$ cat src/rtl/coresysservices_ahbl_pkg.sv
// coresysservices_ahbl_pkg: shared AHB-Lite encodings, slave FSM states and transfer legality helper
package coresysservices_ahbl_pkg;
  localparam logic [1:0] HTRANS_IDLE   = 2'b00;
  localparam logic [1:0] HTRANS_BUSY   = 2'b01;
  localparam logic [1:0] HTRANS_NONSEQ = 2'b10;
  localparam logic [1:0] HTRANS_SEQ    = 2'b11;
  localparam logic HRESP_OKAY  = 1'b0;
  localparam logic HRESP_ERROR = 1'b1;
  localparam logic [2:0] HSIZE_MAX = 3'b010;
  typedef enum logic [2:0] {
    ST_IDLE,
    ST_ACCESS,
    ST_DONE,
    ST_ERR1,
    ST_ERR2
  } state_t;
  // Oversized or misaligned transfers are refused without touching the backend
  function automatic logic size_illegal(logic [2:0] size, logic [1:0] addr_lo);
    return size > HSIZE_MAX || (size == 3'b001 && addr_lo[0]) || (size == HSIZE_MAX && addr_lo != 2'b00);
  endfunction
endpackage

$ cat src/rtl/coresysservices_ahbl_if.sv
// coresysservices_ahbl_if: AHB-Lite slave bus plus backend request/ack port
interface coresysservices_ahbl_if;
  logic        HSEL;
  logic [31:0] HADDR;
  logic        HWRITE;
  logic [1:0]  HTRANS;
  logic [2:0]  HSIZE;
  logic [2:0]  HBURST;
  logic [31:0] HWDATA;
  logic        HREADY;
  logic        HREADYOUT;
  logic        HRESP;
  logic [31:0] HRDATA;
  logic        req_o;
  logic        wr_o;
  logic [31:0] addr_o;
  logic [2:0]  size_o;
  logic [31:0] wdata_o;
  logic        ack_i;
  logic        err_i;
  logic [31:0] rdata_i;
  modport slave (
    input  HSEL, HADDR, HWRITE, HTRANS, HSIZE, HBURST, HWDATA, HREADY, ack_i, err_i, rdata_i,
    output HREADYOUT, HRESP, HRDATA, req_o, wr_o, addr_o, size_o, wdata_o
  );
  modport master (
    output HSEL, HADDR, HWRITE, HTRANS, HSIZE, HBURST, HWDATA, HREADY, ack_i, err_i, rdata_i,
    input  HREADYOUT, HRESP, HRDATA, req_o, wr_o, addr_o, size_o, wdata_o
  );
endinterface

$ cat src/rtl/coresysservices_ahbl_timeout.sv
// coresysservices_ahbl_timeout: backend acknowledge watchdog, counts cycles spent in ACCESS
module coresysservices_ahbl_timeout #(
  parameter int unsigned TIMEOUT_CYCLES = 255
) (
  input  logic clk,
  input  logic rst,
  input  logic active,
  output logic expired
);
  localparam int W = $clog2(TIMEOUT_CYCLES + 1);
  localparam logic [W-1:0] LAST = W'(TIMEOUT_CYCLES - 1);
  logic [W-1:0] cnt;
  // Held at zero outside ACCESS, so every entry starts a fresh count
  always_ff @(posedge clk or posedge rst)
    if (rst) cnt <= '0;
    else cnt <= active ? cnt + 1'b1 : '0;
  assign expired = active && cnt == LAST;
endmodule

$ cat src/rtl/coresysservices_ahbl_slave_if.sv
// coresysservices_ahbl_slave_if: AHB-Lite slave front-end turning transfers into backend req/ack handshakes
// Optional ACCESS watchdog enabled by defining CORESYSSERVICES_AHBL_TIMEOUT_EN.
module coresysservices_ahbl_slave_if
  import coresysservices_ahbl_pkg::*;
#(
  parameter int unsigned TIMEOUT_CYCLES = 255
) (
  input logic HCLK,
  input logic HRESET,
  coresysservices_ahbl_if.slave bus
);
  state_t state, state_nx;
  logic accept, illegal, sample, timeout, wr;
  logic [31:0] addr, hrdata;
  logic [2:0] size;
  // DONE and ERR2 take pipelined address phases just like IDLE
  assign sample = state != ST_ACCESS && state != ST_ERR1;
  assign accept = sample && bus.HSEL && bus.HREADY && !(bus.HTRANS inside {HTRANS_IDLE, HTRANS_BUSY});
  assign illegal = size_illegal(bus.HSIZE, bus.HADDR[1:0]);
`ifdef CORESYSSERVICES_AHBL_TIMEOUT_EN
  coresysservices_ahbl_timeout #(.TIMEOUT_CYCLES(TIMEOUT_CYCLES)) u_timeout (
    .clk(HCLK),
    .rst(HRESET),
    .active(state == ST_ACCESS),
    .expired(timeout)
  );
`else
  assign timeout = TIMEOUT_CYCLES == 0;
`endif
  always_ff @(posedge HCLK or posedge HRESET)
    if (HRESET) state <= ST_IDLE;
    else state <= state_nx;
  // An acknowledge in the expiry cycle wins over the watchdog
  always_comb begin
    state_nx = accept ? (illegal ? ST_ERR1 : ST_ACCESS) : ST_IDLE;
    if (state == ST_ACCESS) state_nx = bus.ack_i ? (bus.err_i ? ST_ERR1 : ST_DONE) : (timeout ? ST_ERR1 : ST_ACCESS);
    else if (state == ST_ERR1) state_nx = ST_ERR2;
  end
  always_ff @(posedge HCLK or posedge HRESET)
    if (HRESET) begin
      wr     <= 1'b0;
      addr   <= '0;
      size   <= '0;
      hrdata <= '0;
    end else begin
      if (accept) begin
        wr   <= bus.HWRITE;
        addr <= bus.HADDR;
        size <= bus.HSIZE;
      end
      if (state == ST_ACCESS && bus.ack_i && !bus.err_i && !wr) hrdata <= bus.rdata_i;
    end
  assign bus.HREADYOUT = !(state == ST_ACCESS || state == ST_ERR1);
  assign bus.HRESP     = (state == ST_ERR1 || state == ST_ERR2) ? HRESP_ERROR : HRESP_OKAY;
  assign bus.HRDATA    = hrdata;
  assign bus.req_o     = state == ST_ACCESS;
  assign bus.wr_o      = wr;
  assign bus.addr_o    = addr;
  assign bus.size_o    = size;
  assign bus.wdata_o   = bus.req_o ? bus.HWDATA : '0;
endmodule
$ cat src/flat_wrapper.sv
// flat-port wrapper written by rule: the top's interface ports become plain ports
module coresysservices_ahbl_slave_if_flat import coresysservices_ahbl_pkg::*;
#(
  parameter int unsigned TIMEOUT_CYCLES = 255
)
  (HCLK, HRESET, bus_HSEL, bus_HADDR, bus_HWRITE, bus_HTRANS, bus_HSIZE, bus_HBURST, bus_HWDATA, bus_HREADY, bus_ack_i, bus_err_i, bus_rdata_i, bus_HREADYOUT, bus_HRESP, bus_HRDATA, bus_req_o, bus_wr_o, bus_addr_o, bus_size_o, bus_wdata_o);
  coresysservices_ahbl_if bus_i ();
  input logic HCLK;
  input logic HRESET;
  input wire logic [$bits(bus_i.HSEL)-1:0] bus_HSEL;
  input wire logic [$bits(bus_i.HADDR)-1:0] bus_HADDR;
  input wire logic [$bits(bus_i.HWRITE)-1:0] bus_HWRITE;
  input wire logic [$bits(bus_i.HTRANS)-1:0] bus_HTRANS;
  input wire logic [$bits(bus_i.HSIZE)-1:0] bus_HSIZE;
  input wire logic [$bits(bus_i.HBURST)-1:0] bus_HBURST;
  input wire logic [$bits(bus_i.HWDATA)-1:0] bus_HWDATA;
  input wire logic [$bits(bus_i.HREADY)-1:0] bus_HREADY;
  input wire logic [$bits(bus_i.ack_i)-1:0] bus_ack_i;
  input wire logic [$bits(bus_i.err_i)-1:0] bus_err_i;
  input wire logic [$bits(bus_i.rdata_i)-1:0] bus_rdata_i;
  output wire logic [$bits(bus_i.HREADYOUT)-1:0] bus_HREADYOUT;
  output wire logic [$bits(bus_i.HRESP)-1:0] bus_HRESP;
  output wire logic [$bits(bus_i.HRDATA)-1:0] bus_HRDATA;
  output wire logic [$bits(bus_i.req_o)-1:0] bus_req_o;
  output wire logic [$bits(bus_i.wr_o)-1:0] bus_wr_o;
  output wire logic [$bits(bus_i.addr_o)-1:0] bus_addr_o;
  output wire logic [$bits(bus_i.size_o)-1:0] bus_size_o;
  output wire logic [$bits(bus_i.wdata_o)-1:0] bus_wdata_o;
  assign bus_i.HSEL = bus_HSEL;
  assign bus_i.HADDR = bus_HADDR;
  assign bus_i.HWRITE = bus_HWRITE;
  assign bus_i.HTRANS = bus_HTRANS;
  assign bus_i.HSIZE = bus_HSIZE;
  assign bus_i.HBURST = bus_HBURST;
  assign bus_i.HWDATA = bus_HWDATA;
  assign bus_i.HREADY = bus_HREADY;
  assign bus_i.ack_i = bus_ack_i;
  assign bus_i.err_i = bus_err_i;
  assign bus_i.rdata_i = bus_rdata_i;
  assign bus_HREADYOUT = bus_i.HREADYOUT;
  assign bus_HRESP = bus_i.HRESP;
  assign bus_HRDATA = bus_i.HRDATA;
  assign bus_req_o = bus_i.req_o;
  assign bus_wr_o = bus_i.wr_o;
  assign bus_addr_o = bus_i.addr_o;
  assign bus_size_o = bus_i.size_o;
  assign bus_wdata_o = bus_i.wdata_o;
  coresysservices_ahbl_slave_if #(.TIMEOUT_CYCLES(TIMEOUT_CYCLES)) u_core (.HCLK(HCLK), .HRESET(HRESET), .bus(bus_i));
endmodule
$ cat config.mk
export PLATFORM = sky130hd
export DESIGN_NAME = coresysservices_ahbl_slave_if_flat
export DESIGN_NICKNAME = d
export VERILOG_FILES = /design/src/rtl/coresysservices_ahbl_pkg.sv /design/src/rtl/coresysservices_ahbl_if.sv /design/src/rtl/coresysservices_ahbl_timeout.sv /design/src/rtl/coresysservices_ahbl_slave_if.sv /design/src/flat_wrapper.sv
export SDC_FILE = /design/constraint.sdc
export NUM_CORES = 1
export LEC_CHECK = 0
export ABC_CLOCK_PERIOD_IN_PS = 5550
export BUFFER_PORTS_ARGS = -buffer_cell sky130_fd_sc_hd__buf_4
export CORE_AREA = 2 2 87 89
export DETAILED_ROUTE_END_ITERATION = 10
export DIE_AREA = 0 0 89 91
export PLACE_DENSITY = 0.92
export RECOVER_POWER = 100
export SETUP_SLACK_MARGIN = 0.05
export SLEW_MARGIN = 20
export SYNTH_ARGS = -nofsm -noshare
export SYNTH_HDL_FRONTEND = slang
export SYNTH_SLANG_ARGS = --single-unit
$ cat constraint.sdc
create_clock -name HCLK -period 5.55 [get_ports HCLK]
set_input_delay 0.2775 -clock HCLK [delete_from_list [all_inputs] [get_ports HCLK]]
set_output_delay 0.2775 -clock HCLK [all_outputs]
set_load 0.005 [all_outputs]
# Word level (Yosys, flattened, before mapping)
# Cells that the tools add are included.
[word_totals]
regBits = 71
latchBits = 0
ram_bits = 0
mem_bits_ro = 0
inputBits = 111
out_inout_bits = 103
word_cells = 42
mem_count = 0
[classes]
add_sub_neg = 0
multipliers = 0
n_div = 0
magnitude_cmp = 1
eq_ne = 8
shifts = 0
mux = 8
bitwise = 0
reduce_logical = 20
[ops]
columns = ["op", "count"]
rows = [
  ["32-bit 2-to-1 mux", 1],
  ["3-bit 2-to-1 mux", 4],
  ["1-bit logical AND", 9],
  ["3-bit by 1-bit equality test with 1-bit output, second input constant", 2],
  ["3-bit by 2-bit equality test with 1-bit output, second input constant", 2],
  ["1-bit zero test", 4],
  ["1-bit logical OR", 4],
  ["2-bit nonzero test", 2],
  ["3-bit equality test, second input constant", 1],
  ["3-bit by 2-bit > comparator with 1-bit output, second input constant", 1],
  ["3-bit by 1-bit != test with 1-bit output, second input constant", 1],
  ["3-bit by 2-bit != test with 1-bit output, second input constant", 1],
  ["2-bit by 1-bit equality test with 1-bit output, second input constant", 1],
  ["2-bit zero test", 1],
  ["1-bit 2-to-1 mux", 2],
  ["2-bit 2-to-1 mux", 1],
]

# Depth between registers and ports, before layout
[logic_depth]
word_depth = 8
ltp_mapped = 6
mapped_depth_nobuf = 4

# Worst setup path after synthesis
# OpenSTA, ideal clock, no wires.
[synth_timing]
kind = "register -> register"
from = "reg u_core.state[2]"
to = "reg u_core.hrdata[0] (netlist: u_core.bus.HRDATA[0])"
setup_time_ns = 0.125
arrival_time_ns = 1.604
required_ns = 5.425
path_slack_ns = 3.821
stages_incl_launch_ff = 7
path_buffers = 2
period_less_slack_ns = 1.729
cell_sequence = "dfrtp_1 nor2b_4 inv_2 or4_4 buf_6 buf_12 mux2_4"
[synth_between]
elab_chain_len = 4
[synth_lines]
columns = ["element", "line_no", "text"]
rows = [
  ["from (decl)", "coresysservices_ahbl_slave_if.sv:12", "state_t state, state_nx;"],
  ["from (signal assigned)", "coresysservices_ahbl_slave_if.sv:32", "else state <= state_nx;"],
  ["3-bit by 1-bit equality test with 1-bit output", "coresysservices_ahbl_slave_if.sv:51", "if (state == ST_ACCESS && bus.ack_i && !bus.err_i && !wr) hrdata <= bus.rdata_i;"],
  ["1-bit logical AND (3 in series)", "coresysservices_ahbl_slave_if.sv:51", ""],
  ["to (signal assigned)", "coresysservices_ahbl_slave_if.sv:51", ""],
  ["to (decl)", "coresysservices_ahbl_slave_if.sv:14", "logic [31:0] addr, hrdata;"],
]
# No other way between the ends.
# A chain may end at the register's enable or synchronous reset.

# Worst setup path in the final report
[layout_timing]
from = "reg u_core.state[0]"
to = "reg u_core.addr[5] (netlist: u_core.bus.addr_o[5])"
[layout_between]
elab_chain_len = 5
elab_cells_between_ends = 6
classes_between = "2 x eq/ne; 4 x reduce/logical"
[layout_lines]
columns = ["element", "line_no", "text"]
rows = [
  ["3-bit by 1-bit != test with 1-bit output / 3-bit by 2-bit != test with 1-bit output (equally long branches)", "coresysservices_ahbl_slave_if.sv:17", "assign sample = state != ST_ACCESS && state != ST_ERR1;"],
  ["1-bit logical AND (*)", "coresysservices_ahbl_slave_if.sv:17", ""],
  ["1-bit logical AND (*) (3 in series)", "coresysservices_ahbl_slave_if.sv:18", "assign accept = sample && bus.HSEL && bus.HREADY && !(bus.HTRANS inside {HTRANS_IDLE, HTRANS_BUSY});"],
  ["to (signal assigned)", "coresysservices_ahbl_slave_if.sv:48", "addr <= bus.HADDR;"],
  ["to (decl)", "coresysservices_ahbl_slave_if.sv:14", ""],
]
# Every way passes the cells marked *; elsewhere a longest branch is shown, timed or not.

==> impl_metrics.py <==
metrics = {
    "logic_synthesis": {
        "ys_seq_area_frac": 0.580,
        "yosysWarnings": 0,
        "synth_cells": 198,
        "synth.ff_latch_count": 71,
        "synth.largest_area_cell": "dfrtp_1",
        "synth_top_area_share": 0.580,
        "synth_nets": 309,
        "syn_area_mm2": 0.00306,
        "synth_cell_type_count": 21,
        "avgSynthCellArea_um2": 15.5,
        "synth_area_leaders": "dfrtp_1, mux2_4, mux2_2",
    },
    "clock_network": {
        "post_cts_buffers": 0,
        "cts_tree": "done",
        "htree_levels": 3,
        "cts_max_path_buffers": 2,
        "cts_buffers": 9,
        "cts_num_sinks": 71,
        "clk_pin_slew_ns": 0.08,
        "cts_resized": 0,
        "clock_latency_ns": 0.34,
        "postCtsHoldBufs": 0,
        "root_buffer": "clkbuf_8",
    },
    "final_layout": {
        "fill_cells": 598,
        "seq_area_mm2": 0.00178,
        "multi_input_comb_area_mm2": 0.00106,
        "layout_common_cells": "buf_4, dfrtp_1, clkbuf_4, mux2_2, mux2_1",
        "n_antenna_cell": 0,
        "nets": 520,
        "drive_above_1_share": 0.597,
        "layout_commonest_cell": "buf_4",
        "design_area_mm2": 0.00468,
        "area_delta_synth_final_pct": 52.8,
    },
    "worst_setup_path": {
        "worstPathBufferInverterCount": 0,
        "critPathKind": "register to register",
        "reg2reg_setup_slack_ns": 2.20,
        "cp.required_ns": 5.76,
        "end_kind": "register",
        "critPathLaunchType": "register",
        "crit_arrival_ns": 3.56,
        "crit_fanout": 38,
        "cp_slowest_stage_delay_ns": 2.19,
        "crit_chain": "nor2b_1, nor2_1, mux2_2",
        "crit_slowest_cell": "nor2_1",
        "crit_family": "simple AND/OR/NAND/NOR gates",
    },
    "global_route": {
        "top_usage_layer": "met2",
        "grt_pass1_wl_mm": 12.2,
        "use_met3": 0.0582,
        "antenna_found_initial": 0,
        "grtUsageMet2": 0.360,
        "grt_start_max_net_pins": 43,
        "grt.overflow.total": 0,
        "grt_use_total": 0.201,
        "grt_pass1_vias": 2428,
        "met1_usage": 0.210,
    },
    "timing": {
        "fin_crit_sh": 0.603,
        "final.setup.tns_ns": 0,
        "grt_setup_unrepaired": "no",
        "slew_violations": 82,
        "finalHoldViolCount": 0,
        "maxSlewHeadroom": -0.993,
        "finalSetupViolations": 0,
        "tightest_slew_ns": 2.98,
        "finalCriticalPeriod_ns": 3.35,
        "hold_ws_ns": 0.146,
        "fmax_ghz": 0.299,
        "final.setup_skew_ns": 0.00785,
    },
    "die": {
        "die_w_um": 89,
        "rows": 31,
        "die_area_mm2": 0.00810,
        "die_h_um": 91,
        "design.portCount": 214,
        "start_util": 0.429,
        "core_area_mm2": 0.00714,
    },
    "drt": {
        "antenna_left": 0,
        "wl_per_cell_um": 15.6,
        "dr.pass1.iters": 4,
        "routed_wl_mm": 8.03,
        "drtIter0Drc": 55,
        "viasPerCell": 4.57,
        "vias": 2342,
        "drc": 0,
    },
    "power_and_ir_drop": {
        "pwr_density_cell_mw_per_mm2": 394,
        "p_seq_frac": 0.443,
        "p_comb_frac": 0.332,
        "clkPwrFrac": 0.225,
        "intPower_uw": 1320,
        "p_leak_uw": 0.00231,
        "p_sw_frac": 0.284,
        "p_switching_uw": 522,
        "ir_worst_vdd_v": 0.000183,
    },
    "placed_design": {
        "gp_congestion": 0.804,
        "port_buffers": 209,
        "placed_area_mm2": 0.00468,
        "dp_hpwl_mm": 6.50,
    },
    "flow_run": {
        "max_cap_viol_count": 2,
    },
    "status": {
        "outcome": "finished, violations left",
        "violations": "capacitance limit, slew limit",
    },
    "min_path": {
        "hp-class": "input pin to register",
    },
}
-- state kept, by name, indices dropped and copies added (netlist names) --
name,cells
u_core.bus.HRDATA,32
u_core.bus.addr_o,32
u_core.bus.size_o,3
u_core.state,3
u_core.bus.wr_o,1
-- final timing paths --
path,start,to,cells past startpoint
hold reg to reg,u_core.bus.HRDATA[24],u_core.bus.HRDATA[24],1
setup / recovery,u_core.state[0],u_core.bus.addr_o[5],3
setup reg to reg,u_core.state[0],u_core.bus.addr_o[5],3
max in group asynchronous,HRESET,u_core.bus.HRDATA[24],3
min in group asynchronous,HRESET,u_core.bus.addr_o[11],2
hold / removal,bus_rdata_i[19],u_core.bus.HRDATA[19],2
-- metrics by stage --
step | power, uW | setup WS (ns) | util | cells
6_report | 1840 | 2.20 | 0.655 | 513
4_1_cts | 2010 | 3.59 | 0.684 | 513
3_3_place_gp | 1560 | 3.63 | 0.655 | 497
3_5_place_dp | 1590 | 3.61 | 0.655 | 497
2_1_floorplan | 1130 | 3.48 | - | 198
5_1_grt | 1960 | 1.98 | 0.655 | 513
-- area by class of cell --
class,count,share of cell area
clock buffer,9,0.0265
clock inverter,7,0.0171
inverter,2,0.00161
multi-input combinational,114,0.226
sequential,71,0.380
tap,99,0.0265
timing repair buffer,211,0.323
-- logic make-up after synthesis --
kind of cell	Yosys count	synth area share
buffers and inverters	13	0.0355
DFF	71	0.580
AOI/OAI and AO/OA	5	0.0118
and+or+nand+nor	41	0.0854
muxes	68	0.287
-- synthesized netlist by cell type --
cell type and count:
nor2b_4 1, buf_2 3, and2_1 32, dfrtp_1 71, clkbuf_1 4, a21o_1 2
nor3_1 1, nor2_1 3, a21oi_1 1, mux2_4 30, buf_6 1, buf_12 3
inv_1 1, or2b_1 1, mux2_2 38, o21bai_1 1, or4_4 1, nand3_1 1
a22o_1 1, inv_2 1, and2_2 1
-- per-layer routing --
layer | vias to the layer above | part of all wire
li1 | 1098 | -
met5 | - | 0
met4 | 0 | 0.032
met1 | 1100 | 0.34
met2 | 127 | 0.54
met3 | 17 | 0.081
-- power by group through the flow --
stage / Combinational, uW / Clock (uW) / Sequential, uW
floorplan: 293 / 0 / 835
global placement: 739 / 0 / 818
detailed placement: 757 / 0 / 835
CTS: 760 / 425 / 827
global route: 670 / 450 / 843
finish: 612 / 414 / 815
No activity file was read; power rests on OpenSTA's default activity.
